## src/rtl/uart_tx_frame.sv

```systemverilog
// Parametrised UART transmitter: pulls bytes from a TX FIFO and serialises start/data/parity/stop.
// Optional line-break generation is enabled by defining UART_TX_BREAK_EN (adds tx_break input).
module uart_tx_frame #(
  parameter int DATA_BITS  = 8,
  parameter int OVERSAMPLE = 16,
  parameter int STOP_BITS  = 1,
  parameter int PARITY     = 0
) (
  input  logic                 uart_clk,
  input  logic                 rst_n,
`ifdef UART_TX_BREAK_EN
  input  logic                 tx_break,
`endif
  input  logic                 tf_empty,
  input  logic [DATA_BITS-1:0] tf_data,
  output logic                 tf_rdreq,
  output logic                 uart_txd,
  output logic                 tx_busy,
  output logic                 frame_done
);

  if (DATA_BITS < 5 || DATA_BITS > 9 || OVERSAMPLE < 4 || OVERSAMPLE > 64 ||
      (STOP_BITS != 1 && STOP_BITS != 2) || PARITY < 0 || PARITY > 2) begin : g_param_check
    $error("uart_tx_frame: parameter out of legal range");
  end

  localparam int BW = $clog2(OVERSAMPLE);
  localparam logic [BW-1:0] BAUD_LAST = BW'(OVERSAMPLE - 1);
  localparam logic [BW-1:0] BAUD_PRE  = BW'(OVERSAMPLE - 2);
  localparam logic [3:0]    DATA_LAST = 4'(DATA_BITS - 1);
  localparam logic [3:0]    STOP_LAST = 4'(STOP_BITS - 1);

  typedef enum logic [2:0] {
    S_IDLE, S_READ, S_LOAD, S_START, S_DATA, S_PAR, S_STOP
`ifdef UART_TX_BREAK_EN
    , S_BRK
`endif
  } state_e;

  state_e                 state_q, state_d;
  logic [BW-1:0]          baud_q, baud_d;
  logic [3:0]             bit_q, bit_d;
  logic [DATA_BITS-1:0]   shift_q, shift_d;
  logic                   par_q, par_d;
  logic                   txd_q, txd_d;
  logic                   rdreq_q, rdreq_d;
  logic                   busy_q, busy_d;
  logic                   done_q, done_d;
  logic                   baud_tick;

  assign baud_tick = (baud_q == BAUD_LAST);

  always_comb begin
    state_d = state_q;
    baud_d  = baud_q;
    bit_d   = bit_q;
    shift_d = shift_q;
    par_d   = par_q;
    txd_d   = txd_q;
    rdreq_d = 1'b0;
    busy_d  = busy_q;
    done_d  = 1'b0;
    case (state_q)
      S_IDLE: begin
        txd_d  = 1'b1;
        busy_d = 1'b0;
        baud_d = '0;
        bit_d  = '0;
`ifdef UART_TX_BREAK_EN
        if (tx_break) begin
          state_d = S_BRK;
          busy_d  = 1'b1;
          txd_d   = 1'b0;
        end else
`endif
        if (!tf_empty) begin
          state_d = S_READ;
          rdreq_d = 1'b1;
          busy_d  = 1'b1;
        end
      end
      S_READ: state_d = S_LOAD;
      S_LOAD: begin
        shift_d = tf_data;
        par_d   = (PARITY == 1) ? ~(^tf_data) : ^tf_data;
        txd_d   = 1'b0;
        baud_d  = '0;
        state_d = S_START;
      end
      S_START: begin
        baud_d = baud_tick ? '0 : baud_q + 1'b1;
        if (baud_tick) begin
          state_d = S_DATA;
          bit_d   = '0;
          txd_d   = shift_q[0];
          shift_d = shift_q >> 1;
        end
      end
      S_DATA: begin
        baud_d = baud_tick ? '0 : baud_q + 1'b1;
        if (baud_tick) begin
          if (bit_q == DATA_LAST) begin
            bit_d = '0;
            if (PARITY != 0) begin
              state_d = S_PAR;
              txd_d   = par_q;
            end else begin
              state_d = S_STOP;
              txd_d   = 1'b1;
            end
          end else begin
            bit_d   = bit_q + 4'd1;
            txd_d   = shift_q[0];
            shift_d = shift_q >> 1;
          end
        end
      end
      S_PAR: begin
        baud_d = baud_tick ? '0 : baud_q + 1'b1;
        if (baud_tick) begin
          state_d = S_STOP;
          txd_d   = 1'b1;
          bit_d   = '0;
        end
      end
      S_STOP: begin
        baud_d = baud_tick ? '0 : baud_q + 1'b1;
        // Registered pulse: set one edge early so it is high in the final stop cycle.
        if (bit_q == STOP_LAST && baud_q == BAUD_PRE) done_d = 1'b1;
        if (baud_tick) begin
          if (bit_q == STOP_LAST) begin
            state_d = S_IDLE;
            busy_d  = 1'b0;
            bit_d   = '0;
          end else begin
            bit_d = bit_q + 4'd1;
          end
        end
      end
`ifdef UART_TX_BREAK_EN
      S_BRK: begin
        // Line low while break is requested, then one bit time of mark before IDLE.
        if (tx_break) begin
          txd_d  = 1'b0;
          baud_d = '0;
        end else if (!txd_q) begin
          txd_d  = 1'b1;
          baud_d = '0;
        end else begin
          baud_d = baud_tick ? '0 : baud_q + 1'b1;
          if (baud_tick) begin
            state_d = S_IDLE;
            busy_d  = 1'b0;
          end
        end
      end
`endif
      default: state_d = S_IDLE;
    endcase
  end

  always_ff @(posedge uart_clk) begin
    if (!rst_n) begin
      state_q <= S_IDLE;
      baud_q  <= '0;
      bit_q   <= '0;
      shift_q <= '0;
      par_q   <= 1'b0;
      txd_q   <= 1'b1;
      rdreq_q <= 1'b0;
      busy_q  <= 1'b0;
      done_q  <= 1'b0;
    end else begin
      state_q <= state_d;
      baud_q  <= baud_d;
      bit_q   <= bit_d;
      shift_q <= shift_d;
      par_q   <= par_d;
      txd_q   <= txd_d;
      rdreq_q <= rdreq_d;
      busy_q  <= busy_d;
      done_q  <= done_d;
    end
  end

  assign tf_rdreq   = rdreq_q;
  assign uart_txd   = txd_q;
  assign tx_busy    = busy_q;
  assign frame_done = done_q;

endmodule

```

## config.mk

```make
export PLATFORM = sky130hd
export DESIGN_NAME = uart_tx_frame
export DESIGN_NICKNAME = d
export VERILOG_FILES = /design/src/rtl/uart_tx_frame.sv
export SDC_FILE = /design/constraint.sdc
export NUM_CORES = 1
export LEC_CHECK = 0
export ABC_AREA = 1
export CAP_MARGIN = 30
export CORE_MARGIN = 2
export CORE_UTILIZATION = 54
export CTS_CLUSTER_DIAMETER = 50
export CTS_CLUSTER_SIZE = 25
export DETAILED_ROUTE_END_ITERATION = 6
export PLACE_DENSITY_LB_ADDON = 0.08
export SLEW_MARGIN = 40
export SYNTH_ARGS = -nofsm -noshare
export SYNTH_HDL_FRONTEND = slang
export SYNTH_SLANG_ARGS = --single-unit
export TNS_END_PERCENT = 5
```

## constraint.sdc

```tcl
create_clock -name uart_clk -period 1.96 [get_ports uart_clk]
set_input_delay 0.588 -clock uart_clk [delete_from_list [all_inputs] [get_ports uart_clk]]
set_output_delay 0.588 -clock uart_clk [all_outputs]
set_load 0.005 [all_outputs]
```

==> results of run 1 <==
## routing by layer
metal	up-vias	wire length [um]	GRT usage
li1	662	-	-
met1	567	1270	0.282
met2	39	1210	0.348
met3	6	115	0.0282
met4	0	32	0.0769
met5	-	0	0
## stage by stage
step	total power, mW	utilization	hold WS, ns	std cells	worst slack (ns)
final	2.07	0.657	0.479	244	0.212
after floorplan	1.64	-	0.440	201	0.572
after detailed placement	1.86	0.645	0.456	240	0.285
after CTS	2.08	0.657	0.477	244	0.194
after global routing	2.28	0.657	0.490	244	0.167
after global placement	1.82	0.645	0.454	240	0.330
## cell families after synthesis
kind of cell / synth area share
simple gates: 0.384
compound gates: 0.125
buf+inv: 0.0914
flops: 0.354
fa+ha+maj: 0.0385
xor+xnor: 0.00674
## worst min path at each step
stage | startpoint | endpoint | slack [ns] | cells after the start
3_3_place_gp | shift_q[7] | shift_q[7] | 0.45 | 2
5_1_grt | shift_q[7] | shift_q[7] | 0.49 | 2
6_report | shift_q[7] | shift_q[7] | 0.48 | 2
3_5_place_dp | shift_q[7] | shift_q[7] | 0.46 | 2
4_1_cts | shift_q[7] | shift_q[7] | 0.48 | 2
2_1_floorplan | shift_q[7] | shift_q[7] | 0.44 | 2
## state kept, by name, indices dropped and copies added (netlist names)
signal,cells
shift_q,8
baud_q,4
bit_q,4
state_q,3
frame_done,1
tf_rdreq,1
tx_busy,1
uart_txd,1
## cells in the mapped netlist (all sizes together)
cell,n,area (sq um)
a21oi,12,63.8
buf,3,21.3
clkbuf,1,7.51
dfxtp,23,460
ha,4,50.1
inv,24,90.1
nand2,62,248
nand3,18,90.1
nor2,33,146
nor3,3,15.0
o21ai,16,91.3
o21bai,1,7.51
xor2,1,8.76
## power by group through the flow
stage	clock [mW]	sequential (mW)	combinational, mW
final	0.216	0.721	1.13
after CTS	0.224	0.719	1.14
after global routing	0.243	0.733	1.30
after global placement	0	0.723	1.09
after detailed placement	0	0.731	1.13
after floorplan	0	0.697	0.939
## cell type report
cell class	instances	area share
Tap cell	28	0.0236
Sequential cell	23	0.311
Inverter	24	0.0608
Clock inverter	1	0.00338
Multi-Input combinational cell	150	0.486
Timing Repair Buffer	15	0.0997
Clock buffer	3	0.0152
## layout by cell type, fill, tap and decap left out, types with 3 or more instances in the layout
cell             instances
a21oi_1                 11
clkbuf_4                 3
nand2_2                  3
nor2_1                  30
dfxtp_1                 23
clkdlybuf4s50_1         14
inv_1                   23
o21ai_0                 14
nand3_1                 18
nor2_4                   3
ha_1                     4
nor3_1                   3
nand2_1                 58
==> results.md, run 1 <==
- Peak supply drop: 0.890 mV
- Leakage power total: 0.704 nW
- Syn_nets: 216
- Worst flop-to-flop path startpoint: baud_q[1]
- Buffers on Ports: 14
- Status: finished, final reports clean
- Clk buf depth: 2
- DR pass1 iterations: 6
- CP Class: register to primary output
- Final min period: 1.75 ns
- Sw Share: 0.476
- CP peak stage delay: 0.51 ns
- CTS tree: yes
- Die height: 53.1 um
- Setup crit end kind: primary output
- Die area: 2820 sq um
- Chip Width: 53.1 um
- Vias: 1274
- CTS sink cnt: 23
- Filler cells: 210
- Vias/cell: 5.22
- Starting Density: 0.577
- Number of diodes: 0
- Critical path depth: 1
- Global-route congestion overflow total: 0
- Vias in the first global route: 1059
- Post-CTS setup buffer count: 0
- Worst clock skew: 0.00442 ns
- Post-synthesis cell area: 1300 sq um
- Arr. time, crit path: 1.16 ns
- Worst Hold Class: register to register
- Int Pwr: 1.08 mW
- Netlist cell types: 21
- GRT Util Overall: 0.212
- Critical Path Sink: tx_busy
- Routed wire length: 2620 um
- Mapped Cells: 201
- Iter 0 DRT Violations: 44
- Startpoint Class: register
- Root buf cell: clkbuf_4
- NumNets Final: 232
- Remaining antenna violation count: 0
- Part of the power in combinational logic: 0.547
- Crit. Startpoint: tx_busy
- Final hold vios: 0
- Fmax: 572 MHz
- Pins over their slew limit: 0
- Period utilization: 0.892
- Critical R2R Capture: bit_q[0]
- I/O Pins: 15
- Final setup fails: 0
- DR WL/cell: 10.8 um
- Crit path max-delay family: buffers and inverters
- Quantity of gates resized following cts: 0
- Area after DPL: 1450 sq um
- Share of cells above drive strength 1: 0.0694
- Global-route wire length before repair: 4420 um
- Synth warn: 0
- Worst Path Max Fanout: 2
- Crit path cell chain: clkdlybuf4s50_1
- Gpl congestion: 0.917
- Flop-to-flop setup slack: 0.29 ns
- Relative slew slack: 0.734
- Setup_tns: 0 ns
- Initial antenna violation count: 0
- Worst EP required: 1.37 ns
- Reg area: 460 sq um
- Avg Inst Size Synth: 6.47 sq um
- Seq/Total Area, Yosys: 0.354
- Core ar.: 2250 sq um
- Least-Margin Pin Slew: 0.397 ns
- Largest net degree at the start of global routing: 17
- CTS H-Tree Depth: 1
- DRC: 0
- Count of state elements after synthesis: 23
- Multi-input gate area: 721 sq um
- TritonCTS buffer count: 3
- Clock share of power: 0.104
- Pwr Density: 1400 nW/um^2
- Fin area: 1480 sq um
- Area grow syn2layout: 14.0%
- Number of max-cap violations: 0
- Clock transition at path regs: 0.13 ns
- CP Buf/Inv Count: 1
- Crit path max-delay cell type: clkdlybuf4s50_1
- RSZ-0062 raised after global routing: no
- Placed wire-length estimate: 2030 um
- Sequential group share of total power: 0.348
- Reg2reg path depth: 8
- Worst-Skew Late Latency: 0.30 ns
- Row count: 17
- NetSw: 985 uW
- CTS hold repair buffers: 0
(Power assumes the default switching activity.)
==> run 2: changes to the inputs <==
--- a/config.mk
+++ b/config.mk
@@ -7,8 +7,10 @@
 export LEC_CHECK = 0
 export ABC_AREA = 1
 export CAP_MARGIN = 30
+export CELL_PAD_IN_SITES_DETAIL_PLACEMENT = 1
+export CELL_PAD_IN_SITES_GLOBAL_PLACEMENT = 2
 export CORE_MARGIN = 2
-export CORE_UTILIZATION = 54
+export CORE_UTILIZATION = 29
 export CTS_CLUSTER_DIAMETER = 50
 export CTS_CLUSTER_SIZE = 25
 export DETAILED_ROUTE_END_ITERATION = 6
==> run 2 against run 1 <==
- final cell count rose by 10%
- die area up 79%
- sequential power grew 0.8%
- routed wire length increased by 29%
- core utilization shrank 30 points
- sequential share of layout area decreased by 1.1 points
- critical path type unchanged
- critical endpoint is now uart_txd
- largest power group unchanged
==> results.md, run 2 (same netlist as run 1, synthesis figures left out) <==
- Share of cells above drive strength 1: 0.0737
- DR pass1 iterations: 4
- CP peak stage delay: 0.51 ns
- Flop-to-flop setup slack: 0.30 ns
- Worst-Skew Late Latency: 0.26 ns
- Clk buf depth: 2
- Period utilization: 0.869
- Die height: 71.0 um
- CTS H-Tree Depth: 1
- Worst Path Max Fanout: 2
- Clock transition at path regs: 0.09 ns
- Register with the most flip-flops: shift_q
- NumNets Final: 233
- RSZ-0062 raised after global routing: no
- Leakage power total: 0.716 nW
- Setup_tns: 0 ns
- Iter 0 DRT Violations: 42
- Pwr Density: 1430 nW/um^2
- Relative slew slack: 0.723
- Routed wire length: 3390 um
- Most frequent cells in the layout: nand2_1, nor2_1, inv_1, dfxtp_1, nand3_1
- Final setup fails: 0
- TritonCTS buffer count: 3
- Critical R2R Capture: shift_q[1]
- CP Class: register to primary output
- Top sig layer: met4
- Met2 wire len: 1690 um
- Dpl ws: 0.247 ns
- Number of max-cap violations: 0
- Tot Pwr: 2.20 mW
- Remaining antenna violation count: 0
- Wl on met1: 1610 um
- Hold path endpoint: tx_busy
- I/O Pins: 15
- HP Start: tx_busy
- CTS sink cnt: 23
- Worst flop-to-flop path startpoint: state_q[1]
- Largest net degree at the start of global routing: 17
- DR WL/cell: 12.6 um
- Quantity of gates resized following cts: 0
- Gpl congestion: 0.776
- Row count: 24
- CTS hold repair buffers: 0
- Global-route congestion overflow total: 0
- Least-Margin Pin Slew: 0.414 ns
- Setup ws final: 0.257 ns
- Max reg flops: 8
- Die area: 5030 sq um
- Crit path max-delay family: buffers and inverters
- Buffers on Ports: 14
- CP Buf/Inv Count: 1
- Vias: 1272
- Chip Width: 71.0 um
- Worst EP required: 1.37 ns
- Vias/cell: 4.73
- Most common cell after layout, fill and taps aside: nand2_1
- Final hold vios: 0
- Peak supply drop: 0.478 mV
- CTS tree: yes
- Core ar.: 4320 sq um
- Setup crit end kind: primary output
- Worst clock skew: 0.00214 ns
- Global-route wire length before repair: 6030 um
- Startpoint Class: register
- Final min period: 1.70 ns
- Fmax: 587 MHz
- Post-CTS setup buffer count: 0
- DRC: 0
- Initial antenna violation count: 0
- WHS Path Cells: 2
- Crit path max-delay cell type: clkdlybuf4s50_1
- Worst Hold Class: register to register
- Reg2reg path depth: 7
- Status: finished, final reports clean
- Crit path cell chain: clkdlybuf4s50_1
- Number of diodes: 0
- Arr. time, crit path: 1.11 ns
- GRT Util Overall: 0.147
- Met3 wire len: 69 um
- Placed wire-length estimate: 2600 um
- Filler cells: 578
- Area grow syn2layout: 18.3%
- Starting Density: 0.301
- Vias in the first global route: 1315
- Root buf cell: clkbuf_8
- Pins over their slew limit: 0
- Largest regs: shift_q x8, baud_q x4, bit_q x4
-- run 2: cell type report --
class / instances / area (sq um) / area share
clock inverter: 1 / 5.00 / 0.00325
clock buffer: 3 / 41.3 / 0.0269
timing repair buffer: 16 / 155 / 0.101
multi-input combinational: 150 / 721 / 0.469
inverter: 24 / 90.1 / 0.0586
tap: 52 / 65.1 / 0.0423
sequential: 23 / 460 / 0.299
-- run 2: worst max path at each step --
stage	start	cells after the start	slack [ns]	to
2_1_floorplan	baud_q[1]	8	0.57	bit_q[0]
3_3_place_gp	tf_empty	7	0.32	state_q[2]
3_5_place_dp	rst_n	4	0.25	tx_busy
4_1_cts	uart_txd	1	0.24	uart_txd
5_1_grt	state_q[1]	7	0.15	shift_q[6]
6_report	uart_txd	1	0.26	uart_txd
-- run 2: metrics by stage --
step                       util  instances  area, sq um  hold slack, ns
after global routing      0.356        269         1540           0.513
after floorplan               -        201         1300           0.440
final                     0.356        269         1540           0.484
after detailed placement  0.345        265         1490           0.468
after global placement    0.345        265         1490           0.454
after CTS                 0.356        269         1540           0.491
-- run 2: layer usage --
metal | up-vias | GRT usage
li1 | 662 | -
met1 | 597 | 0.185
met2 | 11 | 0.264
met3 | 2 | 0.0228
met4 | 0 | 0.0314
met5 | - | 0
-- run 2: where the power goes --
part,internal (mW),total [mW],switching [mW]
combinational,0.404,1.17,0.762
sequential,0.606,0.727,0.121
clock,0.142,0.306,0.164
-- run 2: tightest hold or removal path, cell delays in order, from the launching register on --
cell	delay, ns
dfxtp_1	0.32
nand2_1	0.05
o21bai_1	0.07
==> run 3: changes to the inputs <==
==> constraint.sdc (replaced) <==
create_clock -name uart_clk -period 1.96 [get_ports uart_clk]
set_input_delay 0.49 -clock uart_clk [delete_from_list [all_inputs] [get_ports uart_clk]]
set_output_delay 0.49 -clock uart_clk [all_outputs]
set_load 0.005 [all_outputs]
==> run 3 against run 2 <==
- register-to-register slack improved by 0.02 ns
- hold slack got worse by 0.011 ns
- final cell count unchanged
- sequential power about the same
- routed wire length increased by 0.59%
- clock power increased by 2%
- critical endpoint is now shift_q[1]
- highest routed layer unchanged
==> results.md, run 3 (same netlist as run 1, synthesis figures left out) <==
- Most frequent cells in the layout: nand2_1, nor2_1, inv_1, dfxtp_1, nand3_1
- Setup crit end kind: register
- Dpl ws: 0.302 ns
- Flop-to-flop setup slack: 0.32 ns
- Vias/cell: 4.74
- CP Class: register to register
- Hold path endpoint: shift_q[7]
- Multi-input gate area: 721 sq um
- Setup ws final: 0.322 ns
- Fmax: 611 MHz
- Largest net degree at the start of global routing: 17
- Die area: 5030 sq um
- Setup_tns: 0 ns
- NumNets Final: 233
- Met2 wire len: 1590 um
- Iter 0 DRT Violations: 41
- Number of max-cap violations: 0
- CP Buf/Inv Count: 0
- Chip Width: 71.0 um
- Global-route congestion overflow total: 0
- CP peak stage delay: 0.50 ns
- CTS hold repair buffers: 0
- Crit path cell chain: nand2_1 > nor2_4 > nor2_4 > o21ai_4 > nand2_1 > nand2_1 > nor2_1
- DRC: 0
- Filler cells: 561
- Worst clock skew: 0.00510 ns
- Root buf cell: clkbuf_8
- Pwr Density: 1440 nW/um^2
- Wl on met1: 1690 um
- HP Start: shift_q[7]
- Relative slew slack: 0.741
- Remaining antenna violation count: 0
- Most common cell after layout, fill and taps aside: nand2_1
- Status: finished, final reports clean
- Worst Hold Class: register to register
- Register with the most flip-flops: shift_q
- Die height: 71.0 um
- Reg area: 460 sq um
- GRT Util Overall: 0.150
- Crit path max-delay family: simple AND/OR/NAND/NOR gates
- Crit. Startpoint: state_q[0]
- I/O Pins: 15
- Largest regs: shift_q x8, baud_q x4, bit_q x4
- Met3 wire len: 96 um
- Share of cells above drive strength 1: 0.0737
- Routed wire length: 3410 um
- Placed wire-length estimate: 2640 um
- Vias: 1275
- Post-CTS setup buffer count: 0
- Arr. time, crit path: 1.81 ns
- Worst EP required: 2.13 ns
- Area after DPL: 1490 sq um
- Number of diodes: 0
- WHS Path Cells: 2
- Leakage power total: 0.716 nW
- TritonCTS buffer count: 3
- Max reg flops: 8
- Final setup fails: 0
- DR WL/cell: 12.7 um
- Gpl congestion: 0.831
- Top sig layer: met4
- CTS H-Tree Depth: 1
- Least-Margin Pin Slew: 0.387 ns
- Reg2reg path depth: 7
- Starting Density: 0.301
- Startpoint Class: register
- Worst Path Max Fanout: 16
- CTS sink cnt: 23
- Area grow syn2layout: 18.3%
- Clk buf depth: 2
- Fin area: 1540 sq um
- Initial antenna violation count: 0
- Core ar.: 4320 sq um
- Crit path max-delay cell type: dfxtp_1
- Worst flop-to-flop path startpoint: state_q[0]
- Vias in the first global route: 1343
- RSZ-0062 raised after global routing: no
- Global-route wire length before repair: 6130 um
- Clock transition at path regs: 0.09 ns
- DR pass1 iterations: 4
- Cell mode on critical path: nand2_1
- CTS tree: yes
- Worst-Skew Late Latency: 0.27 ns
- Pins over their slew limit: 0
- Buffers on Ports: 14
- Final hold vios: 0
- Quantity of gates resized following cts: 0
- Period utilization: 0.835
- Final min period: 1.64 ns
- Peak supply drop: 0.509 mV
- Row count: 24
- Critical R2R Capture: shift_q[1]
[run 3: cell counts in the layout (fill, tap and decap cells not counted)]
Identical to the previous run, type by type.
[run 3: layout make-up]
type | count | share of cell area
clock buffer | 3 | 0.0269
multi-input combinational | 150 | 0.469
sequential | 23 | 0.299
tap | 52 | 0.0423
inverter | 24 | 0.0586
timing repair buffer | 16 | 0.101
clock inverter | 1 | 0.00325
[run 3: worst max-delay path by stage]
stage                  to  slack, ns  cells past startpoint
2_1_floorplan    bit_q[0]       0.57                      8
3_3_place_gp   state_q[0]       0.36                      6
3_5_place_dp   shift_q[1]       0.30                      7
4_1_cts        shift_q[1]       0.29                      7
5_1_grt          bit_q[0]       0.14                      8
6_report       shift_q[1]       0.32                      7
[run 3: power by group]
group	switching [mW]	internal, mW
registers	0.121	0.606
clock network	0.171	0.142
logic	0.769	0.402
[run 3: tightest hold or removal path, stage by stage (launching register included)]
cell and delay [ns]:
dfxtp_1 0.33, nand2_2 0.07, a21oi_2 0.04
[run 3: per-stage QoR]
step,hold WS (ns),utilization,power (mW),cells
floorplan,0.440,-,1.64,201
CTS,0.474,0.356,2.25,269
global route,0.498,0.356,2.46,269
global placement,0.455,0.345,1.89,265
detailed placement,0.459,0.345,1.93,265
finish,0.472,0.356,2.21,269
[run 3: metal layers]
metal | global-route usage | vias up
met4 | 0.0314 | 0
met1 | 0.198 | 596
met3 | 0.0271 | 4
met5 | 0 | -
li1 | - | 662
met2 | 0.258 | 13
